===== src/rtl/apb2axi_drain_arbiter.sv =====
// apb2axi_drain_arbiter: round-robin sequencer for the response handler drain port.
// Optional counters (stat_*) are built when APB2AXI_DRAIN_STATS_EN is defined.
`timescale 1ns/1ps

package apb2axi_pkg;
    localparam int TAG_W      = 4;
    localparam int APB_DATA_W = 32;
endpackage

module apb2axi_drain_arbiter #(
    parameter int N_REQ     = 2,
    parameter int TAG_W     = apb2axi_pkg::TAG_W,
    parameter int APB_W     = apb2axi_pkg::APB_DATA_W,
    parameter int MAX_RETRY = 4
) (
    input  logic                   pclk,
    input  logic                   preset,
`ifdef APB2AXI_DRAIN_STATS_EN
    input  logic                   stat_clr,
    output logic [31:0]            stat_words,
    output logic [15:0]            stat_errs,
    output logic [15:0]            stat_retries,
`endif
    input  logic [N_REQ-1:0]       req_valid,
    input  logic [N_REQ*TAG_W-1:0] req_tag,
    output logic [N_REQ-1:0]       req_ready,
    output logic [N_REQ-1:0]       rsp_valid,
    output logic [APB_W-1:0]       rsp_data,
    output logic                   rsp_last,
    output logic                   rsp_err,
    output logic                   data_req,
    output logic [TAG_W-1:0]       data_req_tag,
    input  logic                   data_valid,
    input  logic [APB_W-1:0]       data_out,
    input  logic                   data_last
);

    localparam int PTR_W = (N_REQ > 1) ? $clog2(N_REQ) : 1;
    localparam int CNT_W = $clog2(MAX_RETRY + 1);

    typedef enum logic [1:0] {
        IDLE,
        ISSUE,
        WAIT,
        RESP
    } state_t;

    state_t           state_q;
    state_t           state_d;
    logic [PTR_W-1:0] rr_ptr;
    logic [PTR_W-1:0] gnt;
    logic [PTR_W-1:0] win;
    logic [PTR_W-1:0] next_ptr;
    logic             found;
    logic [CNT_W-1:0] retry_cnt;
    logic [TAG_W-1:0] tag_q;
    logic             retry_hit;

    // This miss is the last one allowed for the current word.
    assign retry_hit = (int'(retry_cnt) + 1 == MAX_RETRY);
    assign next_ptr  = PTR_W'((int'(gnt) + 1) % N_REQ);
    assign data_req_tag = data_req ? tag_q : '0;

    // Pick the first requester at or above rr_ptr, wrapping around.
    always_comb begin
        found = 1'b0;
        win   = '0;
        for (int k = 0; k < N_REQ; k++) begin
            if (!found && req_valid[(int'(rr_ptr) + k) % N_REQ]) begin
                found = 1'b1;
                win   = PTR_W'((int'(rr_ptr) + k) % N_REQ);
            end
        end
    end

    // State register.
    always_ff @(posedge pclk or posedge preset) begin
        if (preset) state_q <= IDLE;
        else        state_q <= state_d;
    end

    // Next state and single-cycle strobes.
    always_comb begin
        state_d   = state_q;
        req_ready = '0;
        rsp_valid = '0;
        data_req  = 1'b0;
        unique case (state_q)
            IDLE: begin
                if (found) begin
                    req_ready[win] = 1'b1;
                    state_d        = ISSUE;
                end
            end
            ISSUE: begin
                data_req = 1'b1;
                state_d  = WAIT;
            end
            WAIT: begin
                if (data_valid || retry_hit) state_d = RESP;
                else                         state_d = ISSUE;
            end
            RESP: begin
                rsp_valid[gnt] = 1'b1;
                state_d        = IDLE;
            end
            default: state_d = IDLE;
        endcase
    end

    // Grant latch, retry count, response capture and pointer advance.
    always_ff @(posedge pclk or posedge preset) begin
        if (preset) begin
            rr_ptr    <= '0;
            gnt       <= '0;
            tag_q     <= '0;
            retry_cnt <= '0;
            rsp_data  <= '0;
            rsp_last  <= 1'b0;
            rsp_err   <= 1'b0;
        end else begin
            unique case (state_q)
                IDLE: begin
                    if (found) begin
                        gnt       <= win;
                        tag_q     <= req_tag[int'(win)*TAG_W +: TAG_W];
                        retry_cnt <= '0;
                    end
                end
                WAIT: begin
                    if (data_valid) begin
                        rsp_data <= data_out;
                        rsp_last <= data_last;
                        rsp_err  <= 1'b0;
                    end else begin
                        retry_cnt <= retry_cnt + 1'b1;
                        if (retry_hit) begin
                            rsp_data <= '0;
                            rsp_last <= 1'b0;
                            rsp_err  <= 1'b1;
                        end
                    end
                end
                RESP:    rr_ptr <= next_ptr;
                default: ;
            endcase
        end
    end

`ifdef APB2AXI_DRAIN_STATS_EN
    // Saturating activity counters.
    always_ff @(posedge pclk or posedge preset) begin
        if (preset) begin
            stat_words   <= '0;
            stat_errs    <= '0;
            stat_retries <= '0;
        end else if (stat_clr) begin
            stat_words   <= '0;
            stat_errs    <= '0;
            stat_retries <= '0;
        end else begin
            if (state_q == RESP && !rsp_err && stat_words != '1)
                stat_words <= stat_words + 1'b1;
            if (state_q == RESP && rsp_err && stat_errs != '1)
                stat_errs <= stat_errs + 1'b1;
            if (state_q == WAIT && !data_valid && stat_retries != '1)
                stat_retries <= stat_retries + 1'b1;
        end
    end
`endif

endmodule


===== config.mk =====
export PLATFORM = sky130hd
export DESIGN_NAME = apb2axi_drain_arbiter
export DESIGN_NICKNAME = d
export VERILOG_FILES = /design/src/rtl/apb2axi_drain_arbiter.sv
export SDC_FILE = /design/constraint.sdc
export NUM_CORES = 1
export LEC_CHECK = 0
export CAP_MARGIN = 10
export CORE_MARGIN = 5
export CORE_UTILIZATION = 35
export CTS_CLUSTER_SIZE = 28
export DETAILED_ROUTE_END_ITERATION = 12
export PLACE_DENSITY = 0.74
export SETUP_SLACK_MARGIN = 0.3
export SLEW_MARGIN = 20
export SYNTH_ARGS = -nofsm -noshare
export SYNTH_HDL_FRONTEND = slang
export SYNTH_SLANG_ARGS = --single-unit
export TNS_END_PERCENT = 1

===== constraint.sdc =====
create_clock -name pclk -period 1.44 [get_ports pclk]
set_input_delay 0.216 -clock pclk [delete_from_list [all_inputs] [get_ports pclk]]
set_output_delay 0.216 -clock pclk [all_outputs]
set_load 0.05 [all_outputs]

==> results.md, run 1 <==
* Leak Pwr at 1.57 nW
* Power Density at 2610 nW/µm²
* Layout cells sized above 1 at 35.1%
* Syn_area_per_cell at 12.9 µm²
* Deepest clock path buffer count at 2
* Tightest Hold Check Type: primary input to async pin
* Tightest Pin Transition at 273 ps
* Final period util at 103%
* CP Data Required Time at 1220 ps
* WL final at 5.19 mm
* Slowest-stage cell, CP: dfrtp_2
* Failing checks: negative setup slack
* Port buffer count at 88
* Later-pin clock latency in the skew report at 290 ps
* Mapped cell area at 1800 µm²
* Worst r2r src: state_q[1]
* Sum Neg Setup Slack at -209 ps
* Final number of setup-violating endpoints at 11
* Max-Cap Viols at 0
* CORE AREA at 5040 µm²
* Post-route ant nets at 0
* RSZ-0062 raised after global routing: true
* # rows at 26
* Distinct cells, synth at 25
* Flop2flop setup slack at -10 ps
* Clock Tree Root: clkbuf_8
* Final net count at 288
* Area leader, netlist: dfrtp_1
* CTS HTree Levels at 2
* ANT cells at 0
* Synth top area cells: dfrtp_1, a22o_1, buf_6
* DRC errors left at 0
* Critical-path cell list: nor2_4 > and3_2 > buf_12
* Ports at 89
* Worst Setup Start Kind: flip-flop
* Worst-path fanout max at 4
* Tmin final at 1490 ps
* CTS tree: yes
* Placer Congestion at 0.702
* Die area at 6690 µm²
* Synth Register Bits at 45
* Initial DRC count at 46
* Setup WS post-layout at -46.7 ps
* Syn Inst Count at 140
* First-pass GRT wire length at 7.94 mm
* Outcome: complete, but fails checks
* Post-Place Cells at 301
* Buf/Inv on CP at 1
* Routed WL per cell at 16.6 µm
* Initial Utilization at 35.8%
* Register area share after synthesis at 62.4%
* Crit Path Class: flip-flop to output pin
* Slowest stage delay, CP at 470 ps
* Path depth of the worst reg2reg path at 5
* Pre-antenna DRT Iters at 4
* Synth Warn # at 0
* Total CTS buffers at 5
* Yosys top cell area share at 62.4%
* FFs w/ async S/R, synth at 100%
* Post-Route Skew at 7.65 ps
* Post-Layout Cell Count at 312
* Worst Path Arrival at 1270 ps
* DPL Wire Length at 3.89 mm
* Max Freq at 0.673 GHz
* Number of synthesized flops with an enable pin at 0
* GRT Overall Usage at 15.5%
* Largest net degree at the start of global routing at 23
* CTS clk-pin slew, worst paths at 80 ps
* Post-Syn Nets at 187
* Die width at 81.8 µm
* Final Hold Fails at 0
* Core Util, Final at 69.2%
* Gr ovfl total at 0
* Crit-path leading delay family: flip-flops
* Number of antenna violations at the first check in global routing at 0
* Vias/cell at 4.87
* Worst setup EP type: output pin
* VDD IR-drop max at 1.33 mV
* Area grow syn2layout at 93.3%
* Die height at 81.8 µm
* Vias in the first global route at 1562
* # clock sinks at 45
* Worst slew margin at 81.7%
* Reg-to-reg critical path endpoint: rsp_data[10]
* Commonest register cell after synthesis: dfrtp_1
* Final Max Slew Viols at 0
* Routed via count at 1520
power by group:
| part | switching, mW | internal, mW | total [mW] |
|---|---|---|---|
| clock network | 0.396 | 0.392 | 0.788 |
| logic | 2.86 | 2.98 | 5.84 |
| registers | 0.620 | 1.85 | 2.47 |
| total | 3.88 | 5.22 | 9.10 |
how the worst max path moves through the flow:
stage / startpoint / endpoint / slack [ps] / cells after the start
after global routing: state_q[1] / req_ready[0] / -110 / 4
after global placement: req_valid[0] / retry_cnt[0] / -50 / 5
after floorplan: state_q[1] / req_ready[0] / 100 / 3
after CTS: state_q[0] / data_req_tag[0] / -50 / 3
final: state_q[1] / req_ready[1] / -50 / 3
after detailed placement: req_valid[0] / retry_cnt[0] / -120 / 5
registers in the layout (all words and copies together), names as in the netlist:
name,flops
rsp_data,32
tag_q,4
retry_cnt,3
state_q,2
gnt,1
rr_ptr,1
rsp_err,1
rsp_last,1
layout make-up:
class | instances | area, µm²
clock buffer | 8 | 90.1
fill | 372 | 1550
inverter | 3 | 15.0
multi-input combinational | 84 | 686
sequential | 45 | 1130
tap | 70 | 87.6
timing repair buffer | 102 | 1480
metal layers:
| layer | part of all wire [%] | up-vias | track usage [%] |
|---|---|---|---|
| met3 | 7.2 | 2 | 4.28 |
| met1 | 44 | 750 | 21.3 |
| met4 | 0.29 | 0 | 3.49 |
| li1 | - | 718 | - |
| met2 | 49 | 50 | 24.4 |
| met5 | 0 | - | 0 |
cell families (layout without fill, tap and decap cells):
group	Yosys count	after routing	synth area share [%]
AOI/OAI and AO/OA	53	53	22.5
DFF	45	45	62.4
and+or+nand+nor	28	28	8.95
buffers and inverters	11	113	4.23
muxes	2	2	1.18
adders and majority gates	1	1	0.693
cells in the final DEF, fill, tap and decap left out, types with 3 or more instances in the layout:
| cell type | netlist | routed |
|---|---|---|
| clkdlybuf4s50_1 | 0 | 44 |
| a22o_1 | 35 | 35 |
| dfrtp_1 | 45 | 43 |
| nand3_1 | 4 | 4 |
| nor2_1 | 5 | 3 |
| o21ai_0 | 4 | 3 |
| buf_12 | 0 | 48 |
| buf_4 | 0 | 8 |
| a21oi_1 | 7 | 6 |
| and2_4 | 1 | 6 |
| a31oi_1 | 4 | 3 |
| clkbuf_8 | 0 | 6 |
timing repair:
item / 4_1_cts / 5_1_grt
endpoints found under the hold margin: 0 / 0
setup endpoints to repair: 51 / 51
setup buffers: 3 / 0
pin swaps: 5 / 0
gates resized for setup: 9 / 4
hold buffers: 0 / 0
gates cloned: 0 / 0
metrics by stage:
step	setup WS (ps)	total power [mW]	area [µm²]	hold slack, ps
final	-46.7	9.10	3490	220
after global routing	-112	9.48	3490	231
after CTS	-50.6	9.13	3470	218
after detailed placement	-121	8.18	3330	492
after global placement	-52.8	8.10	3330	481
after floorplan	98.1	5.18	1850	227
cell usage after synthesis, types with 4 or more instances:
| master | instances |
|---|---|
| a22o_1 | 35 |
| dfrtp_1 | 45 |
| nor2_1 | 5 |
| and2_1 | 5 |
| o21ai_0 | 4 |
| buf_6 | 4 |
| nand3_1 | 4 |
| a21oi_1 | 7 |
| a31oi_1 | 4 |
Power figures use the tool's default switching activity.
==> inputs of run 2 (changes only) <==
--- a/config.mk
+++ b/config.mk
@@ -7,5 +7,5 @@
 export LEC_CHECK = 0
 export CAP_MARGIN = 10
-export CORE_MARGIN = 5
+export CORE_MARGIN = 4
 export CORE_UTILIZATION = 35
 export CTS_CLUSTER_SIZE = 28
@@ -13,4 +13,5 @@
 export PLACE_DENSITY = 0.74
 export SETUP_SLACK_MARGIN = 0.3
+export SKIP_LAST_GASP = 1
 export SLEW_MARGIN = 20
 export SYNTH_ARGS = -nofsm -noshare
==> constraint.sdc (replaced) <==
create_clock -name pclk -period 1.44 [get_ports pclk]
set_input_delay 0.144 -clock pclk [delete_from_list [all_inputs] [get_ports pclk]]
set_output_delay 0.144 -clock pclk [all_outputs]
set_load 0.05 [all_outputs]
==> run 2 against run 1 <==
Net effect: the run now ends clean; critical path depth unchanged; worst setup slack gained 84 ps; flip-flop and latch count stayed put; final area shrank 12%; sequential share of layout area grew 4.5 points; clock power is 23% higher; power decreased by 12%; critical path type unchanged; critical endpoint is now rsp_valid[1]; largest power group unchanged.
==> results.md, run 2 (synthesis results as in run 1) <==
* Outcome: complete, no violations
* # rows at 25 (-3.8%)
* Final Max Slew Viols at 0 (unchanged)
* Final Hold Fails at 0 (unchanged)
* Reg-to-reg critical path endpoint: retry_cnt[0]
* Post-Route Skew at 2.50 ps (-5.15 ps)
* VDD IR-drop max at 1.96 mV (+48%)
* CTS tree: yes
* Min Hold Slack at 257 ps (+36.8 ps)
* Layout cells sized above 1 at 35.8% (+0.68 points)
* CTS HTree Levels at 2 (unchanged)
* Tot Pwr at 7.97 mW (-12%)
* Worst setup EP type: output pin
* Area grow syn2layout at 69.7%
* Final net count at 289 (+0.35%)
* Tightest Pin Transition at 285 ps (+11.5 ps)
* Initial Utilization at 37.2% (+1.4 points)
* Worst slew margin at 81.0% (-0.73 points)
* RSZ-0062 raised after global routing: true
* CTS Hold Bufs at 0 (unchanged)
* Final period util at 97.4% (-5.8 points)
* DRC errors left at 0 (unchanged)
* Power Density at 2600 nW/µm² (-0.15%)
* Largest register by flop count: rsp_data
* Worst Path Arrival at 1260 ps (about the same)
* Top Registers: rsp_data: 32 flops, tag_q: 4 flops, retry_cnt: 3 flops
* Ports at 89 (unchanged)
* Placer Congestion at 0.844 (+20%)
* Post-Layout Cell Count at 310 (-0.64%)
* CP Data Required Time at 1300 ps (+80 ps)
* Worst-path fanout max at 4 (unchanged)
* Leak Pwr at 1.45 nW (-7.8%)
* Post-route ant nets at 0 (unchanged)
* Most frequent cells in the layout: clkdlybuf4s50_1, buf_4, dfrtp_1, a22o_1, buf_12
* Die area at 6370 µm² (-4.8%)
* Deepest clock path buffer count at 2 (unchanged)
* Tmin final at 1400 ps (-83.8 ps)
* Max Freq at 0.713 GHz (+6.0%)
* Port buffer count at 88 (unchanged)
* Max reg flops at 32 (unchanged)
* Die height at 79.8 µm (-2.4%)
* Post-Place Cells at 296 (-1.7%)
* Crit path to: rsp_valid[1]
* Vias in the first global route at 1601 (+2.5%)
* Vias/cell at 4.96 (+1.8%)
* Routed via count at 1537 (+1.1%)
* Tightest Hold Check Type: primary input to async pin
* Path depth of the worst reg2reg path at 4 (-1)
* Flop2flop setup slack at 90 ps (+100 ps)
* CORE AREA at 4850 µm² (-3.8%)
* WL final at 4.90 mm (-5.6%)
* Number of antenna violations at the first check in global routing at 0 (unchanged)
* Total CTS buffers at 5 (unchanged)
* Later-pin clock latency in the skew report at 290 ps (about the same)
* ANT cells at 0 (unchanged)
* Worst r2r src: state_q[0]
* Final number of setup-violating endpoints at 0 (-11)
* Origin of the worst setup path: state_q[1]
* Routed WL per cell at 15.8 µm (-5.0%)
* Fillers at 384 (+3.2%)
* # clock sinks at 45 (unchanged)
* Initial DRC count at 47 (+2.2%)
* Gr ovfl total at 0 (unchanged)
* DPL Wire Length at 3.44 mm (-11%)
* CTS clk-pin slew, worst paths at 80 ps (about the same)
* Crit Path Class: flip-flop to output pin
* Max-Cap Viols at 0 (unchanged)
* GRT Overall Usage at 15.9% (+0.38 points)
* Die width at 79.8 µm (-2.4%)
* Sum Neg Setup Slack at 0 ps (+209 ps)
* Pre-antenna DRT Iters at 4 (unchanged)
* First-pass GRT wire length at 7.83 mm (-1.3%)
* Worst Setup Start Kind: flip-flop
* Clock Tree Root: clkbuf_8
* Largest net degree at the start of global routing at 46 (+100%)
[run 2: report_power, final]
group	switching, mW	internal [mW]	total [mW]
Combinational	2.86	1.91	4.77
Sequential	0.381	1.85	2.23
Clock	0.405	0.566	0.971
Total	3.65	4.33	7.97
[run 2: worst max-delay path, cell delays in order (launching register included)]
cell and delay [ps]:
dfrtp_2 460, buf_4 170, and3_1 190, buf_12 150
[run 2: worst min path at each step]
stage	end	cells after the start	startpoint
floorplan	gnt	1	preset
global placement	rsp_data[10]	1	rsp_data[10]
detailed placement	rsp_data[1]	1	rsp_data[1]
CTS	rsp_data[26]	3	preset
global route	rsp_data[23]	3	preset
finish	rsp_data[16]	3	preset
[run 2: what timing repair did]
item,in CTS,in global routing
endpoints found under the hold margin,0,0
gates resized for setup,7,0
buffers inserted,5,0
gates cloned,1,0
pin swaps,3,0
setup endpoints to repair,52,51
[run 2: cell type report]
class                      instances  area [µm²]  share of cell area (%)
clock inverter                     1        30.0                   0.981
tap                               67        83.8                    2.74
timing repair buffer             102        1030                    33.6
multi-input combinational         85         689                    22.5
sequential                        45        1130                    36.9
inverter                           3        15.0                   0.490
clock buffer                       7        86.3                    2.82
[run 2: per-stage QoR]
stage / util, % / area [µm²] / setup slack (ps)
global route: 63.1 / 3060 / -45.4
floorplan: - / 1880 / 147
detailed placement: 59.2 / 2870 / -33.6
finish: 63.1 / 3060 / 37.1
global placement: 59.2 / 2870 / -58.2
CTS: 63.1 / 3060 / 19.1
[run 2: routing by layer]
metal | up-vias | global-route usage (%) | routed length, µm | part of all wire [%]
li1 | 728 | - | - | -
met1 | 735 | 20.3 | 2150 | 44
met2 | 67 | 25.0 | 2200 | 45
met3 | 7 | 5.64 | 480 | 9.8
met4 | 0 | 5.07 | 70 | 1.4
met5 | - | 0 | 0 | 0
==> inputs of run 3 (changes only) <==
Settings changed: ABC_AREA set to 1, PLACE_DENSITY 0.74 to 0.72.
==> run 3 against run 2 <==
Net effect: the run now ends with negative setup slack left; synthesized cell count is 65% higher; final area shrank 0.12%; first-iteration DRC count is 60% higher; utilization shrank 4.4 points; clock power fell by 22%; clock-buffer cell count is the same; cell count increased by 28%; hold slack lost 68 ps.
==> results.md, run 3 <==
* Final period util at 108% (+10 points)
* Clk pwr share at 10.2% (-2.0 points)
* Switching power share of the total at 50.3% (+4.6 points)
* Die height at 82.1 µm (+2.9%)
* Synth Register Bits at 45 (unchanged)
* Final net count at 375 (+30%)
* FFs w/ async S/R, synth at 100% (unchanged)
* Min Hold Slack at 190 ps (-67.7 ps)
* Final Cell Area at 3060 µm² (-0.12%)
* Syn_area_per_cell at 8.33 µm² (-35%)
* Die area at 6740 µm² (+5.9%)
* Power Density at 2440 nW/µm² (-6.3%)
* Gr ovfl total at 0 (unchanged)
* Area leader, netlist: dfrtp_1
* Comb power frac at 60.6% (+0.7 points)
* Met1 Usage GRT at 16.5% (-3.8 points)
* Clock Tree Root: clkbuf_8
* ANT cells at 0 (unchanged)
* Synth Warn # at 0 (unchanged)
* Core Util, Final at 58.8% (-4.4 points)
* Sum Neg Setup Slack at -620 ps (-620 ps)
* Vias/cell at 4.35 (-12%)
* Pre-CTS WS at 41.5 ps (+75.1 ps)
* Failing checks: negative setup slack
* Ports at 89 (unchanged)
* CTS tree: yes
* Worst slew margin at 74.5% (-6.5 points)
* Met2 Use GR at 26.0% (+0.97 points)
* Tot Pwr at 7.46 mW (-6.5%)
* Sequential share of power at 29.2% (+1.3 points)
* Dpl cell area at 2970 µm² (+3.4%)
* WL final at 4.53 mm (-7.4%)
* CORE AREA at 5200 µm² (+7.4%)
* Worst setup EP type: output pin
* Post-Syn Nets at 278 (+49%)
* Most frequent cells in the layout: nand2_1, clkdlybuf4s50_1, dfrtp_1, buf_4
* Worst Path Arrival at 1410 ps (+150 ps)
* Most used routing layer: met2
* Yosys top cell area share at 58.6% (-3.9 points)
* Number of antenna violations at the first check in global routing at 0 (unchanged)
* Post-route ant nets at 0 (unchanged)
* Port buffer count at 88 (unchanged)
* CTS clk-pin slew, worst paths at 80 ps (about the same)
* Largest net degree at the start of global routing at 46 (unchanged)
* Final Hold Fails at 0 (unchanged)
* First-pass GRT wire length at 7.78 mm (-0.70%)
* # clock sinks at 45 (unchanged)
* Commonest cells post-synth: nand2_1, dfrtp_1, inv_1
* Max Freq at 0.645 GHz (-9.5%)
* Tmin final at 1550 ps (+148 ps)
* Total CTS buffers at 5 (unchanged)
* Mapped cell area at 1920 µm² (+6.6%)
* Outcome: complete, but fails checks
* Post-Route Skew at 5.86 ps (+3.36 ps)
* Number of synthesized flops with an enable pin at 0 (unchanged)
* DRC errors left at 0 (unchanged)
* Final number of setup-violating endpoints at 8 (+8)
* Max-Cap Viols at 0 (unchanged)
* Worst-path fanout max at 5 (+1)
* Vias in the first global route at 1753 (+9.5%)
* Top Registers: rsp_data: 32 flops, tag_q: 4 flops, retry_cnt: 3 flops
* CP Data Required Time at 1300 ps (about the same)
* Routed via count at 1730 (+13%)
* Most common cell after layout, fill and taps aside: nand2_1
* VDD IR-drop max at 1.06 mV (-46%)
* Met3 Usage GRT at 5.64% (about the same)
* Tightest Hold Check Type: primary input to async pin
* Worst Setup Start Kind: flip-flop
* CTS Hold Bufs at 0 (unchanged)
* Initial DRC count at 75 (+60%)
* Later-pin clock latency in the skew report at 290 ps (about the same)
* Power Internal at 3.71 mW (-14%)
* Final Max Slew Viols at 0 (unchanged)
* GRT Overall Usage at 14.8% (-1.1 points)
* Deepest clock path buffer count at 2 (unchanged)
* Syn Inst Count at 231 (+65%)
* Largest register by flop count: rsp_data
* Leak Pwr at 1.58 nW (+9.1%)
* Routed WL per cell at 11.4 µm (-28%)
* Distinct cells, synth at 18 (-28%)
* DPL Wire Length at 3.44 mm (-0.13%)
* Pre-antenna DRT Iters at 4 (unchanged)
* Placer Congestion at 0.802 (-4.9%)
* Crit Path Class: flip-flop to output pin
* CTS HTree Levels at 2 (unchanged)
* Layout cells sized above 1 at 22.6% (-13 points)
* Commonest register cell after synthesis: dfrtp_1
* Net Switching at 3.75 mW (+2.9%)
* Register area share after synthesis at 58.6% (-3.9 points)
* Post-Layout Cell Count at 398 (+28%)
* Synth top area cells: dfrtp_1, nand2_1, inv_1
* Tightest Pin Transition at 382 ps (+97.0 ps)
* Setup WS post-layout at -110 ps (-148 ps)
* Initial Utilization at 36.9% (-0.27 points)
* Count leader, synth: nand2_1
* Post-Place Cells at 391 (+32%)
* Max reg flops at 32 (unchanged)
* Area grow syn2layout at 59.0%
* RSZ-0062 raised after global routing: true
* # rows at 26 (+4.0%)
* Die width at 82.1 µm (+2.9%)
==> run 3: path summary, 6_finish.rpt <==
kind / cells after the start / endpoint / start / slack [ps]
worst max register to register: 5 / rsp_err / retry_cnt[0] / 190
max in group asynchronous: 3 / state_q[0] / preset / 1020
min in group pclk: 3 / rsp_last / data_last / 390
worst max-delay path: 5 / data_req_tag[2] / state_q[0] / -110
worst min-delay path: 3 / rsp_data[25] / preset / 190
worst min register to register: 2 / rsp_data[30] / rsp_data[30] / 480
==> run 3: layout make-up <==
class,instances,area [µm²]
fill,474,2150
sequential,45,1130
timing repair buffer,96,971
multi-input combinational,165,727
tap,70,87.6
clock buffer,7,86.3
inverter,15,58.8
==> run 3: worst max-delay path, cell delays in order, from the launching register on <==
cell and delay (ps):
dfrtp_2 440, inv_2 110, nor2_4 50, inv_1 300, nor2_4 70, buf_12 160
==> run 3: logic make-up (layout without fill, tap and decap cells) <==
family | after synthesis | in the layout | share of synthesized area [%]
AOI/OAI and AO/OA | 9 | 9 | 2.54
adders and majority gates | 1 | 1 | 0.651
buffers and inverters | 21 | 118 | 5.99
DFF | 45 | 45 | 58.6
and+or+nand+nor | 155 | 155 | 32.3
==> run 3: power by group through the flow <==
stage | logic (mW) | registers [mW] | clock network [mW]
after global routing | 4.87 | 2.27 | 0.843
after floorplan | 1.40 | 3.75 | 0
after detailed placement | 4.57 | 2.19 | 0
after global placement | 4.53 | 2.18 | 0
final | 4.52 | 2.18 | 0.760
after CTS | 4.58 | 2.18 | 0.792
==> run 3: per-layer routing <==
metal	vias up	routed length [µm]	share of wire (%)
li1	880	-	-
met1	780	1810	40
met2	65	2140	47
met3	5	528	12
met4	0	46	1.0
met5	-	0	0
==> run 3: timing repair <==
action / CTS / global route
gates resized for setup: 1 / 1
setup buffers: 0 / 0
setup endpoints to repair: 51 / 51
==> RTL change 1, RTL diff (config.mk and constraints of run 3) <==
Change the parameter `MAX_RETRY` from 4 to 2.
--- a/src/rtl/apb2axi_drain_arbiter.sv
+++ b/src/rtl/apb2axi_drain_arbiter.sv
@@ -13,3 +13,3 @@
     parameter int APB_W     = apb2axi_pkg::APB_DATA_W,
-    parameter int MAX_RETRY = 4
+    parameter int MAX_RETRY = 2
 ) (
Formal check against the unedited RTL: not equivalent (a bounded check fails within 10 cycles, from zero or initial values and one cycle with preset high).
==> RTL change 1 against run 3 <==
The run still ends with setup timing left. Final area fell by 1.4%. Power fell by 1.3%. Worst hold slack improved by 3.5 ps. Sequential cell count fell by 1. Worst setup slack improved by 23 ps. Wire length fell by 0.22%. Synthesized area fell by 3.4%. Critical endpoint is now data_req_tag[3]. Largest cell class unchanged.
==> RTL change 1: results (changes against run 3) <==
result of the run=complete, but fails checks; violations in the final reports=setup timing; crit path DAT=1380 ps (-30 ps); count of mapped cells out of synthesis=222 (-3.9%); vias after detailed routing=1,693 (-2.1%); Critical path destination=data_req_tag[3]; sum of net half-perimeters after detailed placement=3420 um (-0.59%); Seq/Total Area, Yosys=59.3% (+0.74 points); total length of routed met2 wires=2040 um (-4.7%); non-filler cells in the finished layout=394 (-1.0%); startpoint of the most critical setup path=state_q[1]$_DFFE_PP0P_; Final non-clock buffer share=33.2% (+1.4 points); Sw Share=49.4% (-0.86 points); worst slack, placed=47.4 ps (+5.91 ps); start of the worst register-to-register path=state_q[0]$_DFFE_PP0P_; Setup Viol. Count Final=7 (-1); pin count of the biggest net entering global routing=45 (-2.2%); kind of cell with the highest combined delay on the critical path=flip-flops; final worst setup slack=-87.1 ps (+23.4 ps); reg-to-reg slack, setup=100 ps (-90 ps); GR Util All Layers=14.8% (about the same); number of cells on the worst reg-to-reg path=7 (+2); net load switching power=3.64 mW (-3.0%); Post-Synthesis Net Count=269 (-3.2%); area taken by multi-input logic gates=668 sq um (-8.1%); post-placement cell area=2890 sq um (-2.8%); worst clock skew=3.96 ps (-1.91 ps); setup tns final=-403 ps (+217 ps); share of layout cells above drive strength 1=24.4% (+1.8 points); GR Util met2=24.5% (-1.5 points); maximum resistive drop on vdd=1.41 mV (+32%); count of clock-net buffers in the final layout=6 (-1); Met1 Routed Length=1910 um (+5.4%); number of multi-input logic gates=156 (-5.5%); routed wire length=4520 um (-0.22%); fill cell total of the finished layout=490 (+3.4%); share of cell area taken by flip-flops and latches=36.6% (-0.31 points); met1 capacity usage during global routing=17.6% (+1.1 points); Num Clock Sinks=44 (-2.2%); final worst hold slack=193 ps (+3.50 ps); Synth top cells by count=128 x sky130_fd_sc_hd__nand2_1, 44 x sky130_fd_sc_hd__dfrtp_1, 14 x sky130_fd_sc_hd__inv_1, 11 x sky130_fd_sc_hd__nor2_1, 6 x sky130_fd_sc_hd__nand3_1; number of distinct library cells after synthesis=16 (-2); number of instances in the placed design=382 (-2.3%); proportion of cell area spent on the clock network=3.07% (+0.25 points)
[RTL change 1: cell types whose count changed in the layout (fill, tap and decap cells not counted), moves of 2 or more]
cell	change
sky130_fd_sc_hd__nand2_1	-9
sky130_fd_sc_hd__buf_4	+4
sky130_fd_sc_hd__o21ai_0	-2
sky130_fd_sc_hd__nor2_1	+2
sky130_fd_sc_hd__nand4_1	+2
sky130_fd_sc_hd__nand3_1	+2
sky130_fd_sc_hd__clkinv_2	+2
[RTL change 1: timing repair]
action | 4_1_cts | 5_1_grt
buffers inserted | 4 | 0
resized for setup | 3 | 1
pin swaps | 2 | 1
hold buffers | 0 | 0
endpoints found under the setup margin | 45 | 52
[RTL change 1: logic make-up after synthesis]
| logic type | Yosys count | synth area share (%) |
|---|---|---|
| compound gates | 6 | 1.95 |
| fa+ha+maj | 1 | 0.674 |
| flops | 44 | 59.3 |
| buf+inv | 22 | 7.01 |
| simple gates | 149 | 31.1 |
==> RTL change 2, RTL diff (settings of run 3) <==
Without the edit above. Encoding of `state_t`: now one-hot (4 bits for 4 states).
--- a/src/rtl/apb2axi_drain_arbiter.sv
+++ b/src/rtl/apb2axi_drain_arbiter.sv
@@ -40,7 +40,7 @@
 
-    typedef enum logic [1:0] {
-        IDLE,
-        ISSUE,
-        WAIT,
-        RESP
+    typedef enum logic [3:0] {
+        IDLE  = 4'b0001,
+        ISSUE = 4'b0010,
+        WAIT  = 4'b0100,
+        RESP  = 4'b1000
     } state_t;
Formal check against the unedited RTL: no difference found for any inputs over 4 cycles, from zero or initial values and one cycle with preset high; so few cycles prove little.
==> RTL change 2 against run 3 <==
The run still ends with setup timing left. Sequential cell count grew 2. Clock power increased by 49%. Worst hold slack gained 6.0 ps. Synthesized area grew 7.4%. Synthesized cell count grew 8.2%. Die area up 6.6%. Final area up 9.4%. Non-clock buffer count increased by 4. Power decreased by 9.1%. Wire length up 22%. Worst setup slack better by 14 ps.
==> RTL change 2: results (changes against run 3) <==
Repair and plain buffers=100 (+4.2%); violations in the final reports=setup timing; Seq/Total Area, Yosys=57.0% (-1.5 points); vias in the first global route=1,946 (+11%); post-placement cell area=3130 sq um (+5.4%); worst slack, placed=-54.8 ps (-96.3 ps); Initial DRC Count=128 (+71%); crit path DAT=1390 ps (-20 ps); maximum resistive drop on vdd=0.934 mV (-12%); share of layout cells above drive strength 1=25.0% (+2.4 points); GR Util met2=25.3% (-0.67 points); multi-input gate share of the layout cell area=25.5% (+1.7 points); GR Util All Layers=15.0% (+0.23 points); registers with the highest flip-flop counts=rsp_data x32, state_q x4, tag_q x4; final worst setup slack=-96.1 ps (+14.3 ps); worst clock skew=7.78 ps (+1.91 ps); met3 WL post-DR=372 um (-30%); sum of net half-perimeters after detailed placement=3850 um (+12%); invs w/o clock=19 (+4); result of the run=complete, but fails checks; met1 capacity usage during global routing=19.2% (+2.7 points); reg-to-reg slack, setup=0 ps (-190 ps); detailed-route vias per instance=4.69 (+7.9%); Post-Synthesis Net Count=297 (+6.8%); sequential cell area in the final layout=1180 sq um (+4.6%); Setup Viol. Count Final=9 (+1); setup tns final=-610 ps (+10.5 ps); Critical path destination=req_ready[0]
RTL change 2: power groups by stage:
stage	combinational, mW	clock (mW)	sequential, mW
6_report	3.56	1.13	2.09
5_1_grt	3.79	1.22	2.16
4_1_cts	3.52	1.18	2.08
3_5_place_dp	3.46	0	2.10
3_3_place_gp	3.41	0	2.09
2_1_floorplan	1.04	0	3.29
RTL change 2: worst max-delay path, cell delays in order (launching register included):
cell and delay (ps):
sky130_fd_sc_hd__dfstp_2 550, sky130_fd_sc_hd__inv_2 50, sky130_fd_sc_hd__nor2_4 90, sky130_fd_sc_hd__nand3_4 110, sky130_fd_sc_hd__a21oi_4 150, sky130_fd_sc_hd__buf_12 150
RTL change 2: cell families after synthesis:
kind of cell | Yosys count
adders and majority gates | 1
buffers and inverters | 30
and+or+nand+nor | 166
DFF | 47
AOI/OAI and AO/OA | 6
